===== src/rtl/approx_pkg.sv =====
// Shared definitions for the serial approximate arithmetic units:
// sequencer state encoding and the approx_k width derivation.
package approx_pkg;

  typedef enum logic [1:0] {
    ST_IDLE = 2'd0,
    ST_RUN  = 2'd1,
    ST_DONE = 2'd2
  } state_t;

  // Bits needed to encode any k in 0..width inclusive.
  function automatic int kw_of(input int width);
    return $clog2(width + 1);
  endfunction

endpackage


===== src/rtl/serial_add_ctrl_full_adder.sv =====
// One-bit full-adder cell; the datapath element driven by the serial sequencers.
module full_adder (
  input  logic a_i,
  input  logic b_i,
  input  logic c_i,
  output logic s_o,
  output logic c_o
);

  assign s_o = a_i ^ b_i ^ c_i;
  assign c_o = (a_i & b_i) | (c_i & (a_i ^ b_i));

endmodule


===== src/rtl/serial_add_ctrl.sv =====
// LSB-first bit-serial adder with run-time lower-part-OR approximation of the low k bits,
// valid/ready on both sides.
module serial_add_ctrl
  import approx_pkg::*;
#(
  parameter int WIDTH = 8,
  parameter int KW    = kw_of(WIDTH)
) (
  input  logic             clk,
  input  logic             rst,
  input  logic             in_valid,
  output logic             in_ready,
  input  logic [WIDTH-1:0] a,
  input  logic [WIDTH-1:0] b,
  input  logic             cin,
  input  logic [KW-1:0]    approx_k,
  output logic             out_valid,
  input  logic             out_ready,
  output logic [WIDTH-1:0] sum,
  output logic             cout,
  output logic             busy
);

  state_t           state_q;
  logic [WIDTH-1:0] a_sh_q, b_sh_q, res_q;
  logic [KW-1:0]    keff_q, cnt_q, k_clamp;
  logic             carry_q, out_valid_q, busy_q, in_ready_q;
  logic             fa_s, fa_c, approx, s_bit, carry_d;

  full_adder u_fa (
    .a_i (a_sh_q[0]),
    .b_i (b_sh_q[0]),
    .c_i (carry_q),
    .s_o (fa_s),
    .c_o (fa_c)
  );

  always_comb begin
    k_clamp = (approx_k > KW'(WIDTH)) ? KW'(WIDTH) : approx_k;
    approx  = (cnt_q < keff_q);
    s_bit   = fa_s;
    carry_d = fa_c;
    if (approx) begin
      // Only the top approximated bit seeds the exact upper part with a carry.
      s_bit   = a_sh_q[0] | b_sh_q[0];
      carry_d = (cnt_q == keff_q - KW'(1)) ? (a_sh_q[0] & b_sh_q[0]) : 1'b0;
    end
  end

  always_ff @(posedge clk) begin
    if (rst) begin
      state_q     <= ST_IDLE;
      out_valid_q <= 1'b0;
      busy_q      <= 1'b0;
      in_ready_q  <= 1'b1;
      res_q       <= '0;
      carry_q     <= 1'b0;
      cnt_q       <= '0;
    end else begin
      case (state_q)
        ST_IDLE: begin
          if (in_valid) begin
            a_sh_q     <= a;
            b_sh_q     <= b;
            keff_q     <= k_clamp;
            carry_q    <= (k_clamp == '0) ? cin : 1'b0;
            cnt_q      <= '0;
            state_q    <= ST_RUN;
            in_ready_q <= 1'b0;
            busy_q     <= 1'b1;
          end
        end
        ST_RUN: begin
          a_sh_q  <= a_sh_q >> 1;
          b_sh_q  <= b_sh_q >> 1;
          res_q   <= {s_bit, res_q[WIDTH-1:1]};
          carry_q <= carry_d;
          cnt_q   <= cnt_q + KW'(1);
          if (cnt_q == KW'(WIDTH - 1)) begin
            state_q     <= ST_DONE;
            out_valid_q <= 1'b1;
          end
        end
        ST_DONE: begin
          if (out_ready) begin
            state_q     <= ST_IDLE;
            out_valid_q <= 1'b0;
            busy_q      <= 1'b0;
            in_ready_q  <= 1'b1;
          end
        end
        default: begin
          state_q     <= ST_IDLE;
          out_valid_q <= 1'b0;
          busy_q      <= 1'b0;
          in_ready_q  <= 1'b1;
        end
      endcase
    end
  end

  assign in_ready  = in_ready_q;
  assign out_valid = out_valid_q;
  assign busy      = busy_q;
  assign sum       = res_q;
  assign cout      = carry_q;

endmodule


===== config.mk =====
export PLATFORM = sky130hd
export DESIGN_NAME = serial_add_ctrl
export DESIGN_NICKNAME = d
export VERILOG_FILES = /design/src/rtl/approx_pkg.sv /design/src/rtl/serial_add_ctrl_full_adder.sv /design/src/rtl/serial_add_ctrl.sv
export SDC_FILE = /design/constraint.sdc
export NUM_CORES = 1
export LEC_CHECK = 0
export ABC_AREA = 0
export CAP_MARGIN = 20
export CORE_ASPECT_RATIO = 0.5
export CORE_MARGIN = 3
export CORE_UTILIZATION = 40
export DETAILED_ROUTE_END_ITERATION = 16
export PLACE_DENSITY = 0.67
export SLEW_MARGIN = 25
export SYNTH_ARGS = -nofsm -noshare
export SYNTH_HDL_FRONTEND = slang
export SYNTH_HIERARCHICAL = 1
export SYNTH_SLANG_ARGS = --single-unit

===== constraint.sdc =====
create_clock -name clk -period 1.6 [get_ports clk]
set_input_delay 0.16 -clock clk [delete_from_list [all_inputs] [get_ports clk]]
set_output_delay 0.16 -clock clk [all_outputs]
set_load 0.005 [all_outputs]

# Word-level counts from Yosys, hierarchy flattened

Index checks and enable logic that the tools add are counted.

Input port bits: 25
ROM bits: 0
Bits in latches: 0
Bits in writable memories: 0
Register bits after elaboration: 38
Memories kept: 0
Word-level logic and storage cells: 64

Bitwise gates (word level): 9
Mux-type cells: 25
Shifts and indexed selects: 0
Reduce and logical (&&, ||, !) cells: 9
Multiply operators: 0
$add $sub $neg: 2
Order comparisons: 2
Div/mod/pow operators: 0
Eq/ne operators: 7

Operator list:

| cell                  | number |
|---|---|
| $pmux W8 S2           | 2 |
| $mux W8               | 2 |
| $reduce_and A3 Y1     | 5 |
| $mux W1               | 10 |
| $pmux W1 S3           | 3 |
| $mux W4               | 2 |
| $pmux W4 S2           | 1 |
| $mux W2               | 3 |
| $ne A2 B2 Y1 const B  | 3 |
| $pmux W2 S3           | 1 |
| $add A4 B1 Y4 const B | 1 |
| $eq A4 B3 Y1 const B  | 1 |
| $eq A4 B4 Y1          | 1 |
| $gt A4 B4 Y1 const B  | 1 |
| $logic_not A4 Y1      | 1 |
| $lt A4 B4 Y1          | 1 |
| $sub A4 B1 Y4 const B | 1 |
| $not A1 Y1            | 3 |
| $and A1 B1 Y1         | 2 |
| $eq A2 B1 Y1 const B  | 1 |
| $eq A2 B2 Y1 const B  | 1 |
| $logic_not A2 Y1      | 1 |
| $or A1 B1 Y1          | 2 |
| $pmux W1 S2           | 1 |
| 3 further kinds       | 4 |

# Logic depth before layout (Yosys ltp)

Gate-level depths: netlist of run 1.

Depth in word-level cells: 6
Gate-level depth with buffers: 7

# By module

Netlist of run 1, hierarchy kept.

By module, submodules not included:

| module          | times used | area each (µm²) | seq. area each (µm²) | cells an instance |
|---|---|---|---|---|
| serial_add_ctrl | 1          | 1,744.2         | 960.9                | 184 |
| full_adder      | 1          | 20.0            | 0.0                  | 1 |

# Worst setup path before layout of run 1

OpenSTA, ideal clock, no wires.

Path kind: register -> register
Start: register state_q[1]
End: register a_sh_q[0], enable pin
Library setup time: 388 ps
Data arrival time: 1,390 ps
Cell stages (with the launch flop): 4
Path buffers: 1
Clock period less this slack: 1,778 ps
Path slack: -178 ps
Cell sequence: dfxtp_1 -> buf_4 -> o21bai_1 -> nor2_1

Word-level cells in the longest chain between the ends: 3
Elaborated cells on any way between the ends: 5

Ends and longest elaborated chain:

| what                                                                | RTL line              | source |
|---|---|---|
| from (decl)                                                         | serial_add_ctrl.sv:24 | `state_t state_q;` |
| from (signal assigned)                                              | serial_add_ctrl.sv:52 | `state_q <= ST_IDLE;` |
| from (signal assigned)                                              | serial_add_ctrl.sv:68 | `state_q <= ST_RUN;` |
| from (signal assigned)                                              | serial_add_ctrl.sv:80 | `state_q <= ST_DONE;` |
| $eq A2 B1 Y1 / $logic_not A2 Y1 (equally long branches)             | serial_add_ctrl.sv:60 | `case (state_q)` |
| $reduce_bool A2 Y1 (no line) / $ne A2 B2 Y1 (equally long branches) | -                     |  |
| $reduce_and A3 Y1 (no line) *                                       | -                     |  |
| to (signal assigned)                                                | serial_add_ctrl.sv:74 | `a_sh_q <= a_sh_q >> 1;` |
| to (decl)                                                           | serial_add_ctrl.sv:25 | `logic [WIDTH-1:0] a_sh_q, b_sh_q, res_q;` |

Mark *: on every way between the ends. The rest lies on a longest branch, timed or not.
A chain may end at the register's enable or synchronous reset.

# Final worst setup path of run 1

Start: register keff_q[1]
End: register carry_q (netlist: cout)

Word-level cells in the longest chain between the ends: 5
Elaborated cells on any way between the ends: 6

Ends and longest elaborated chain:

| what                   | RTL line              | source |
|---|---|---|
| from (decl)            | serial_add_ctrl.sv:26 | `logic [KW-1:0] keff_q, cnt_q, k_clamp;` |
| from (signal assigned) | serial_add_ctrl.sv:65 | `keff_q <= k_clamp;` |
| $sub A4 B1 Y4          | serial_add_ctrl.sv:46 | `carry_d = (cnt_q == keff_q - KW'(1)) ? (a_sh_q[0] & b_sh_q[0]) : 1'b0;` |
| $eq A4 B4 Y1           | serial_add_ctrl.sv:46 |  |
| $mux W1                | serial_add_ctrl.sv:46 |  |
| $mux W1 *              | serial_add_ctrl.sv:43 | `if (approx) begin` |
| $pmux W1 S2 *          | serial_add_ctrl.sv:60 |  |
| to (signal assigned)   | serial_add_ctrl.sv:66 | `carry_q <= (k_clamp == '0) ? cin : 1'b0;` |
| to (signal assigned)   | serial_add_ctrl.sv:77 | `carry_q <= carry_d;` |
| to (decl)              | serial_add_ctrl.sv:27 | `logic carry_q, out_valid_q, busy_q, in_ready_q;` |

Marks and branches as above.

==> impl_metrics.env, run 1 <==
export IMPL_outcome="finished, final reports clean"
export IMPL_cts_htree_levels=2
export IMPL_crit_type="reg2reg"
export IMPL_cp_start_kind="flop"
export IMPL_drc=0
export IMPL_drtPass1Iterations=4
export IMPL_endpoint_kind="flop"
export IMPL_syn_cell_area_um2=1764
export IMPL_ir_worst_vdd_mv=0.5355
export IMPL_areaGrowthSynthToFinish_pct=36.17
export IMPL_tns_ns=0
export IMPL_yosysMostFrequentCell="nand2_1"
export IMPL_nets=260
export IMPL_maxClockFrequency_ghz=0.6566
export IMPL_portBuffers=36
export IMPL_viasPerCell=4.625
export IMPL_finalWorstSetupSlack_ns=0.07700
export IMPL_synth_common_cells="nand2_1 (61), edfxtp_1 (20), dfxtp_1 (18)"
export IMPL_grt_start_max_net_pins=27
export IMPL_track_usage_pct=14.19
export IMPL_synthFlopType="edfxtp_1"
export IMPL_synthTopCellsByArea="edfxtp_1 (34%), dfxtp_1 (20%), nand2_1 (13%)"
export IMPL_die_h_um=52.96
export IMPL_synth_edf_count=20
export IMPL_postCtsHoldBufs=0
export IMPL_dieArea_um2=5292
export IMPL_tightest_slew_ns=0.3593
export IMPL_leakagePower_nw=0.9535
export IMPL_final_area_um2=2402
export IMPL_drtIter0Drc=51
export IMPL_route_vias_total=1309
export IMPL_layout_drive_gt1_share_pct=13.97
export IMPL_start_util_pct=43.41
export IMPL_synthCells=185
export IMPL_yosys_area_top_type="edfxtp_1"
export IMPL_rsz0062_at_grt="yes"
export IMPL_ant_nets=0
export IMPL_cp_max_fo=2
export IMPL_totalWireLength_mm=3.372
export IMPL_detail_route_wl_per_cell_um=11.92
export IMPL_grt_pass1_vias=1268
export IMPL_final_min_period_over_clock_period_pct=95.19
export IMPL_io_pins=37
export IMPL_synth_area_per_cell_um2=9.536
export IMPL_core_area_um2=4064
export IMPL_ys_seq_area_share_pct=54.47
export IMPL_slew_headroom_pct=75.96
export IMPL_clock_sinks=38
export IMPL_routabilityCongestion=0.7983
export IMPL_final_hold_viol_count=0
export IMPL_post_place_ws_ns=-0.001815
export IMPL_clock_skew_final_ns=0.009935
export IMPL_dp_hpwl_mm=2.439
export IMPL_root_buffer="clkbuf_8"
export IMPL_synth_nets=217
export IMPL_cts_tree="built"
export IMPL_finalPower_mw=2.173
export IMPL_n_antenna_cell=0
export IMPL_cts_buffers=5
export IMPL_p_per_area_nw_per_um2=904.7
export IMPL_dpl_cell_area_um2=2252
export IMPL_cp_data_required_time_ns=1.82
export IMPL_antenna_found_initial=0
export IMPL_yosys_area_top_type_share_pct=34.04
export IMPL_fin_crit_ns=1.523
export IMPL_worst_ep_arrival_time_ns=1.74
export IMPL_grt_overflow_total=0
export IMPL_cts_buffer_depth=2
export IMPL_min_delay_path_class="reg2reg"
export IMPL_rows=16
export IMPL_synth_seq_cells=38
export IMPL_slew_violations=0
export IMPL_die_w_um=99.92
export IMPL_clk_latency_ns=0.29
export IMPL_max_cap_violations=0
export IMPL_synthDistinctLibCells=36
export IMPL_path_clk_slew_ns=0.07
export IMPL_ys_warn_count=6
export IMPL_setup_violations=0
export IMPL_post_cts_buffers=0
export IMPL_grt_pass1_wl_mm=5.740
export IMPL_synthArstFlopShare_pct=0
-- report_power, final --
part           leakage [nW]  total [mW]  switching, mW  internal [mW]
combinational         0.563       0.271          0.119          0.152
sequential            0.338        1.11         0.0286           1.08
clock                0.0528       0.790          0.330          0.460
total                 0.954        2.17          0.478           1.70
-- cell type report --
cell class | instances | area, um^2
clock buffer | 6 | 72.57
tap | 54 | 67.56
multi-input combinational | 130 | 764.5
sequential | 38 | 960.9
inverter | 7 | 26.28
clock inverter | 2 | 33.78
timing repair buffer | 46 | 476.7
fill | 369 | 1662
-- kinds of logic (layout without fill, tap and decap cells) --
kind of cell,Yosys count,in the layout,synth area share [%]
adder cells (fa/ha/maj),7,7,5.390
XOR/XNOR,5,5,2.908
buffers and inverters,17,61,4.610
AO/OA/AOI/OAI,25,25,8.581
flip-flops,38,38,54.47
AND/OR/NAND/NOR,91,91,22.84
multiplexers,2,2,1.206
-- worst paths after layout --
kind,endpoint,start,slack (ns),cells after the start
setup / recovery,cout,keff_q[1],0.08,7
hold / removal,sum[0],sum[0],0.46,2
setup reg to reg,cout,keff_q[1],0.08,7
hold reg to reg,sum[0],sum[0],0.46,2
-- flip-flops by register name, indices dropped and copies added, names as in the netlist, 2 cells and up --
signal and flops:
a_sh_q 8, b_sh_q 8, sum 8, cnt_q 4, keff_q 4, state_q 2
-- repair_timing --
item	CTS	global route
endpoints found under the setup margin	0	2
gates resized for setup	0	11
endpoints found under the hold margin	0	0
-- layout by cell type (no fill, tap or decap), types with 4 or more instances in the layout --
master / count
nand2_1: 61
clkdlybuf4s50_1: 36
edfxtp_1: 20
dfxtp_1: 18
a21oi_1: 13
nor2_1: 10
buf_4: 6
clkbuf_8: 5
inv_2: 4
-- metal layers --
metal | GRT usage [%] | share of wire, % | wire (um) | up-vias
met5 | 0 | 0 | 0 | -
met2 | 23.29 | 48 | 1610 | 20
met4 | 6.122 | 1.2 | 40 | 0
met1 | 17.52 | 48 | 1619 | 587
met3 | 4.342 | 3.0 | 102 | 4
li1 | - | - | - | 698
-- worst max-delay path: stages, from the launching register on --
cell,delay (ns)
edfxtp_1,0.41
inv_2,0.10
ha_4,0.20
xor2_1,0.14
nand3_1,0.10
nor4_2,0.27
mux2i_1,0.11
a21oi_1,0.13
-- per-stage QoR --
step                hold slack, ns  utilization [%]  instances
finish                      0.4643            59.11        283
global route                0.5002            59.11        283
CTS                         0.4714            58.04        283
detailed placement          0.4610            55.42        275
global placement            0.4437            55.42        275
floorplan                   0.2655                -        185
(Power assumes the default switching activity.)
==> inputs of run 2 (changes only) <==
Settings changed: CAP_MARGIN 20 to unset.
==> results of run 2 <==
Final layout, timing and power as in run 1 (identical DEF).
